--- src/rtl/cache_refill_if.sv ---
// rtl/cache_refill_if.sv - memory-side bus of the cache refill controller
// Groups the write-back channel (wr_*), the line-read request channel (rd_*)
// and the read-return beat stream (ret_*).
//   master: refill controller (drives wr_req/wr_addr/wr_data, rd_req/rd_addr)
//   slave : memory (drives wr_rdy, rd_rdy, ret_valid/ret_last/ret_data)
interface cache_refill_if #(
  parameter int BEATS = 16
);
  logic                  wr_req;
  logic [31:0]           wr_addr;
  logic [BEATS*32-1:0]   wr_data;
  logic                  wr_rdy;
  logic                  rd_req;
  logic [31:0]           rd_addr;
  logic                  rd_rdy;
  logic                  ret_valid;
  logic                  ret_last;
  logic [31:0]           ret_data;

  modport master (
    output wr_req, wr_addr, wr_data, rd_req, rd_addr,
    input  wr_rdy, rd_rdy, ret_valid, ret_last, ret_data
  );

  modport slave (
    input  wr_req, wr_addr, wr_data, rd_req, rd_addr,
    output wr_rdy, rd_rdy, ret_valid, ret_last, ret_data
  );
endinterface

--- src/rtl/cache_refill_ctrl.sv ---
// rtl/cache_refill_ctrl.sv - miss-handling FSM for the 4-way 64-set 64B-line cache
// On a miss: latch request and victim, write back the victim if dirty, burst-read
// the new line, write it into the chosen way, then pulse the LRU update.
// Ports:
//   clk, rstn            clock, asynchronous active-low reset
//   miss_req/miss_addr   miss pulse and address from lookup (sampled in IDLE only)
//   way_sel              one-hot victim way from the LRU selector
//   victim_dirty/_tag/_line  victim state, sampled with miss_req
//   busy                 high while a miss is in progress
//   fill_we/_way/_index/_tag/_data  one-cycle array write of the new line
//   lru_visit/lru_en     one-cycle LRU update
//   miss_done            one-cycle completion pulse
//   mem                  memory bus (write-back, read request, read return)
module cache_refill_ctrl #(
  parameter int BEATS = 16,
  parameter int TAG_W = 20
) (
  input  logic                clk,
  input  logic                rstn,
  input  logic                miss_req,
  input  logic [31:0]         miss_addr,
  input  logic [3:0]          way_sel,
  input  logic                victim_dirty,
  input  logic [TAG_W-1:0]    victim_tag,
  input  logic [BEATS*32-1:0] victim_line,
  output logic                busy,
  output logic                fill_we,
  output logic [3:0]          fill_way,
  output logic [5:0]          fill_index,
  output logic [TAG_W-1:0]    fill_tag,
  output logic [BEATS*32-1:0] fill_data,
  output logic [3:0]          lru_visit,
  output logic                lru_en,
  output logic                miss_done,
  cache_refill_if.master      mem
);

  localparam int CNT_W = $clog2(BEATS);

  typedef enum logic [2:0] {
    S_IDLE = 3'd0,
    S_WB   = 3'd1,
    S_RD   = 3'd2,
    S_RECV = 3'd3,
    S_FILL = 3'd4,
    S_DONE = 3'd5
  } state_t;

  state_t state, state_nxt;

  logic [31:6]         addr_q;
  logic [3:0]          way_q;
  logic [TAG_W-1:0]    vtag_q;
  logic [BEATS*32-1:0] vline_q;
  logic [BEATS*32-1:0] line_q;
  logic [CNT_W-1:0]    cnt_q;

  logic way_ok;
  logic accept;
  logic last_beat;
  logic unused_addr_lsb;

  // Byte offset inside the line never matters to a whole-line refill.
  assign unused_addr_lsb = ^miss_addr[5:0];

  assign way_ok    = (way_sel != 4'b0000) && ((way_sel & (way_sel - 4'd1)) == 4'b0000);
  assign accept    = (state == S_IDLE) && miss_req;
  assign last_beat = mem.ret_valid && (mem.ret_last || (cnt_q == CNT_W'(BEATS - 1)));

  // State register
  always_ff @(posedge clk or negedge rstn) begin
    if (!rstn) begin
      state <= S_IDLE;
    end else begin
      state <= state_nxt;
    end
  end

  // Next-state logic
  always_comb begin
    state_nxt = state;
    case (state)
      S_IDLE: if (miss_req) state_nxt = victim_dirty ? S_WB : S_RD;
      S_WB:   if (mem.wr_rdy) state_nxt = S_RD;
      S_RD:   if (mem.rd_rdy) state_nxt = S_RECV;
      S_RECV: if (last_beat) state_nxt = S_FILL;
      S_FILL: state_nxt = S_DONE;
      S_DONE: state_nxt = S_IDLE;
      default: state_nxt = S_IDLE;
    endcase
  end

  // Output decode
  always_comb begin
    busy        = (state != S_IDLE);
    mem.wr_req  = (state == S_WB);
    mem.rd_req  = (state == S_RD);
    fill_we     = (state == S_FILL);
    lru_en      = (state == S_DONE);
    miss_done   = (state == S_DONE);
    lru_visit   = (state == S_DONE) ? way_q : 4'b0000;
  end

  // Request/victim latches and line assembly. The line buffer is cleared on
  // acceptance so that an early ret_last leaves the missing beats at zero.
  always_ff @(posedge clk or negedge rstn) begin
    if (!rstn) begin
      addr_q  <= '0;
      way_q   <= '0;
      vtag_q  <= '0;
      vline_q <= '0;
      line_q  <= '0;
      cnt_q   <= '0;
    end else if (accept) begin
      addr_q  <= miss_addr[31:6];
      way_q   <= way_ok ? way_sel : 4'b0001;
      vtag_q  <= victim_tag;
      vline_q <= victim_line;
      line_q  <= '0;
      cnt_q   <= '0;
    end else if ((state == S_RECV) && mem.ret_valid) begin
      line_q[{cnt_q, 5'b00000} +: 32] <= mem.ret_data;
      cnt_q <= cnt_q + 1'b1;
    end
  end

  assign mem.wr_addr = {vtag_q, addr_q[11:6], 6'b000000};
  assign mem.wr_data = vline_q;
  assign mem.rd_addr = {addr_q, 6'b000000};
  assign fill_way    = way_q;
  assign fill_index  = addr_q[11:6];
  assign fill_tag    = addr_q[31:32-TAG_W];
  assign fill_data   = line_q;

endmodule

--- src/flat_wrapper.sv ---
// flat-port wrapper written by rule: the top's interface ports become plain ports
module cache_refill_ctrl_flat 
#(
  parameter int BEATS = 16,
  parameter int TAG_W = 20
)
  (clk, rstn, miss_req, miss_addr, way_sel, victim_dirty, victim_tag, victim_line, busy, fill_we, fill_way, fill_index, fill_tag, fill_data, lru_visit, lru_en, miss_done, mem_wr_req, mem_wr_addr, mem_wr_data, mem_rd_req, mem_rd_addr, mem_wr_rdy, mem_rd_rdy, mem_ret_valid, mem_ret_last, mem_ret_data);
  cache_refill_if #(.BEATS(BEATS)) mem_i ();
  input  logic clk;
  input  logic rstn;
  input  logic miss_req;
  input  logic [31:0] miss_addr;
  input  logic [3:0] way_sel;
  input  logic victim_dirty;
  input  logic [TAG_W-1:0] victim_tag;
  input  logic [BEATS*32-1:0] victim_line;
  output logic busy;
  output logic fill_we;
  output logic [3:0] fill_way;
  output logic [5:0] fill_index;
  output logic [TAG_W-1:0] fill_tag;
  output logic [BEATS*32-1:0] fill_data;
  output logic [3:0] lru_visit;
  output logic lru_en;
  output logic miss_done;
  output wire logic [$bits(mem_i.wr_req)-1:0] mem_wr_req;
  output wire logic [$bits(mem_i.wr_addr)-1:0] mem_wr_addr;
  output wire logic [$bits(mem_i.wr_data)-1:0] mem_wr_data;
  output wire logic [$bits(mem_i.rd_req)-1:0] mem_rd_req;
  output wire logic [$bits(mem_i.rd_addr)-1:0] mem_rd_addr;
  input wire logic [$bits(mem_i.wr_rdy)-1:0] mem_wr_rdy;
  input wire logic [$bits(mem_i.rd_rdy)-1:0] mem_rd_rdy;
  input wire logic [$bits(mem_i.ret_valid)-1:0] mem_ret_valid;
  input wire logic [$bits(mem_i.ret_last)-1:0] mem_ret_last;
  input wire logic [$bits(mem_i.ret_data)-1:0] mem_ret_data;
  assign mem_wr_req = mem_i.wr_req;
  assign mem_wr_addr = mem_i.wr_addr;
  assign mem_wr_data = mem_i.wr_data;
  assign mem_rd_req = mem_i.rd_req;
  assign mem_rd_addr = mem_i.rd_addr;
  assign mem_i.wr_rdy = mem_wr_rdy;
  assign mem_i.rd_rdy = mem_rd_rdy;
  assign mem_i.ret_valid = mem_ret_valid;
  assign mem_i.ret_last = mem_ret_last;
  assign mem_i.ret_data = mem_ret_data;
  cache_refill_ctrl #(.BEATS(BEATS), .TAG_W(TAG_W)) u_core (.clk(clk), .rstn(rstn), .miss_req(miss_req), .miss_addr(miss_addr), .way_sel(way_sel), .victim_dirty(victim_dirty), .victim_tag(victim_tag), .victim_line(victim_line), .busy(busy), .fill_we(fill_we), .fill_way(fill_way), .fill_index(fill_index), .fill_tag(fill_tag), .fill_data(fill_data), .lru_visit(lru_visit), .lru_en(lru_en), .miss_done(miss_done), .mem(mem_i));
endmodule
--- config.mk ---
export PLATFORM = sky130hd
export DESIGN_NAME = cache_refill_ctrl_flat
export DESIGN_NICKNAME = d
export VERILOG_FILES = /design/src/rtl/cache_refill_if.sv /design/src/rtl/cache_refill_ctrl.sv /design/src/flat_wrapper.sv
export SDC_FILE = /design/constraint.sdc
export NUM_CORES = 2
export LEC_CHECK = 0
export CAP_MARGIN = 20
export CORE_AREA = 2 2 678 680
export CTS_CLUSTER_DIAMETER = 40
export DETAILED_ROUTE_END_ITERATION = 16
export DIE_AREA = 0 0 680 682
export SLEW_MARGIN = 20
export SYNTH_ARGS = -nofsm -noshare
export SYNTH_HDL_FRONTEND = slang
export SYNTH_SLANG_ARGS = --single-unit
--- constraint.sdc ---
create_clock -name clk -period 3.15 [get_ports clk]
set_clock_uncertainty 0.15 [all_clocks]
set_input_delay 0.63 -clock clk [delete_from_list [all_inputs] [get_ports clk]]
set_output_delay 0.63 -clock clk [all_outputs]
set_load 0.02 [all_outputs]
==> results.md <==
* PwrDens at 929 nW/um^2
* Post-route ant nets at 0
* GRT Total Usage at 14.4%
* Avg Inst Size Synth at 10.1 sq um
* Max_cap viols at 0
* Multi-input logic area at 13300 sq um
* Asr flop ratio synth at 100%
* Vias in the first global route at 39060
* Post-Synthesis Cell Area at 42100 sq um
* Ys Warns at 0
* FF-to-FF End: u_core.fill_data[266]
* Setup CP Type: reg2out
* Slew @ Worst Pin at 1.12 ns
* Hold Vio Cnt, Final at 0
* Largest cells by area after synthesis: dfrtp_1, nand2_1, mux2i_1
* FP Rows at 249
* Status: completed
* Worst EP arrival at 2.22 ns
* Worst R2R Setup Slack at 0.41 ns
* Crit-path max FO at 2
* Initial Util at 9.20%
* PortBufs at 1717
* First-pass GRT wire length at 434000 um
* Placed inst area at 67800 sq um
* GPL Wtd Cong at 1.01
* Critical Path Start: u_core.mem.wr_data[54]
* Cell breakdown of the critical path: clkdlybuf4s50_1
* Wire per inst at 28.7 um
* CTS max path bufs at 4
* Largest net degree at the start of global routing at 81
* Worst path bufs/invs at 1
* CP Depth at 1
* Post-synth top area share at 64.3%
* Register area at 27100 sq um
* DRC at 0
* Hold WS at 0.131 ns
* Chip height at 682 um
* Post-synth top area cell: dfrtp_1
* Total length of routed wires at 352000 um
* Vias/cell at 3.32
* Final nets at 6594
* Post-route cell area at 75400 sq um
* Crit path capture: mem_wr_data[54]
* Root Buffer: clkbuf_16
* CTS Buf Count at 198
* Fraction of layout cells with a size suffix above 1 at 10.6%
* Die Footprint at 464000 sq um
* Path type of the worst min-delay path: in2reg
* Worst slew margin relative to its limit at 25.4%
* Synth unique cells at 54
* Pleak at 0.0338 uW
* Layout fillers at 50905
* Top_reg_cell synth: dfrtp_1
* RSZ-0062 raised after global routing: false
* Critical Path RT at 2.37 ns
* CP startpoint kind: register
* Critical Path Sink Type: output port
* Worst-Skew Late Latency at 0.86 ns
* Register bit total from synthesis at 1081
* Overflow after GRT at 0
* Drt pass-1 iters at 6
* Seq/Total Area, Yosys at 64.3%
* Initial antenna violation count at 258
* 1st-iter DRT viols at 3585
* DP HPWL at 294000 um
* Most common cell after layout, fill and taps aside: nand2_1
* Core ar. at 457000 sq um
* Hold Path Depth at 3
* Clk sink count at 1081
* H-tree levels at 4
* CP max stage delay at 1.03 ns
* Vias at 40680
* Fmax at 0.333 GHz
* Gate Count Post-Synth at 4165
* Final period util at 95.4%
* Reg-to-Reg Start: u_core.cnt_q[0]
* Most frequent cells in the layout: nand2_1, clkdlybuf4s50_1, dfrtp_1
* Area Growth Syn to Fin at 79.3%
* CTS tree: built
* Die W at 680 um
* CP top delay family: buffers and inverters
* I/O pin count at 1736
* R2R depth at 7
* Worst-path clk slew at 0.06 ns
* Peak VDD IR at 0.576 mV
* Fin. max-slew vios at 0
* EDFF count, synth at 0
* Worst path slowest cell: clkdlybuf4s50_1
* Final min period at 3.00 ns
* Final Setup Violations at 0
[layer usage]
layer  global-route usage, %  share of wire (%)  vias to the layer above
li1                        -                  -                    17325
met1                    15.8                 36                    20094
met2                    22.1                 44                     2330
met3                    8.82                 15                      761
met4                    6.44                4.8                      170
met5                    1.76               0.34                        -
[worst register-to-register path, delay by kind of cell (launching register included)]
kind            cells  cell delay (ns)
simple gates        2             0.60
fa+ha+maj           1             0.46
mux                 1             0.41
flops               1             0.37
buf+inv             2             0.35
compound gates      1             0.34
[logic make-up (layout without fill, tap and decap cells)]
group / after synthesis / after routing / share of synthesized area, %
buffers and inverters: 394 / 2367 / 4.42
and+or+nand+nor: 2139 / 2139 / 20.0
DFF: 1081 / 1081 / 64.3
adders and majority gates: 4 / 4 / 0.119
xor gates and xnor gates: 5 / 5 / 0.104
other: 1 / 104 / 0.00891
muxes: 177 / 177 / 4.21
AOI/OAI and AO/OA: 364 / 364 / 6.83
[how the worst min path moves through the flow]
stage	end	start	slack (ns)
6_report	u_core.mem.wr_data[279]	victim_line[279]	0.13
5_1_grt	u_core.mem.wr_data[99]	victim_line[99]	0.05
4_1_cts	u_core.mem.wr_data[60]	victim_line[60]	0.002
3_5_place_dp	u_core.mem.wr_data[184]	u_core.mem.wr_data[184]	0.31
3_3_place_gp	u_core.mem.wr_data[241]	u_core.mem.wr_data[241]	0.31
2_1_floorplan	u_core.addr_q[10]	rstn	0.18
[repair_timing]
item                                    CTS  global route
endpoints found under the setup margin   17             4
gates resized for setup                  29             2
pin swaps                                 4             0
hold buffers                             18             0
buffers inserted                          5             0
endpoints found under the hold margin   288             0
[Yosys cell counts, types with 4 or more instances]
library cell  instances
buf_2               147
nor3b_1               5
nand3_1             129
and2_1                6
o21ai_0             127
a21oi_1               4
nor2b_1               4
a22o_1               64
dfrtp_1            1081
clkbuf_1            139
inv_1                36
nand4_1               9
ha_1                  4
buf_1                20
nand2_1            1879
nor3_1                5
buf_4                52
a32o_1              144
mux2i_1             176
o21ai_1               6
nor2_1               75
[final cells by class]
type	count	share of cell area, %
Sequential cell	1081	35.9
Timing Repair Buffer	1964	26.5
Multi-Input combinational cell	2701	17.7
Tap cell	6024	9.99
Clock buffer	230	7.03
Clock inverter	137	2.46
Antenna cell	92	0.305
Inverter	36	0.179
[sequential cells by signal, indices dropped and copies added, names as in the netlist]
signal and count:
u_core.addr_q 26, u_core.cnt_q 4, u_core.fill_data 512, u_core.fill_way 4, u_core.mem.wr_data 512, u_core.state 3
u_core.vtag_q 20
[through the flow]
| step | utilization, % | instances | TNS, ns | power, uW | worst slack [ns] |
|---|---|---|---|---|---|
| 5_1_grt | 16.5 | 12228 | 0 | 72900 | 0.0101 |
| 6_report | 16.5 | 12265 | 0 | 70100 | 0.146 |
| 4_1_cts | 16.4 | 12174 | -0.123 | 70800 | -0.0411 |
| 2_1_floorplan | - | 4176 | 0 | 30700 | 0.696 |
| 3_5_place_dp | 14.8 | 11784 | 0 | 47100 | 0.123 |
| 3_3_place_gp | 14.8 | 11784 | 0 | 46900 | 0.179 |
[power breakdown]
| group | switching, uW | internal (uW) |
|---|---|---|
| combinational | 16500 | 9870 |
| sequential | 2780 | 17800 |
| clock | 8650 | 14500 |
| total | 27900 | 42200 |
No activity file was read; power rests on OpenSTA's default activity.
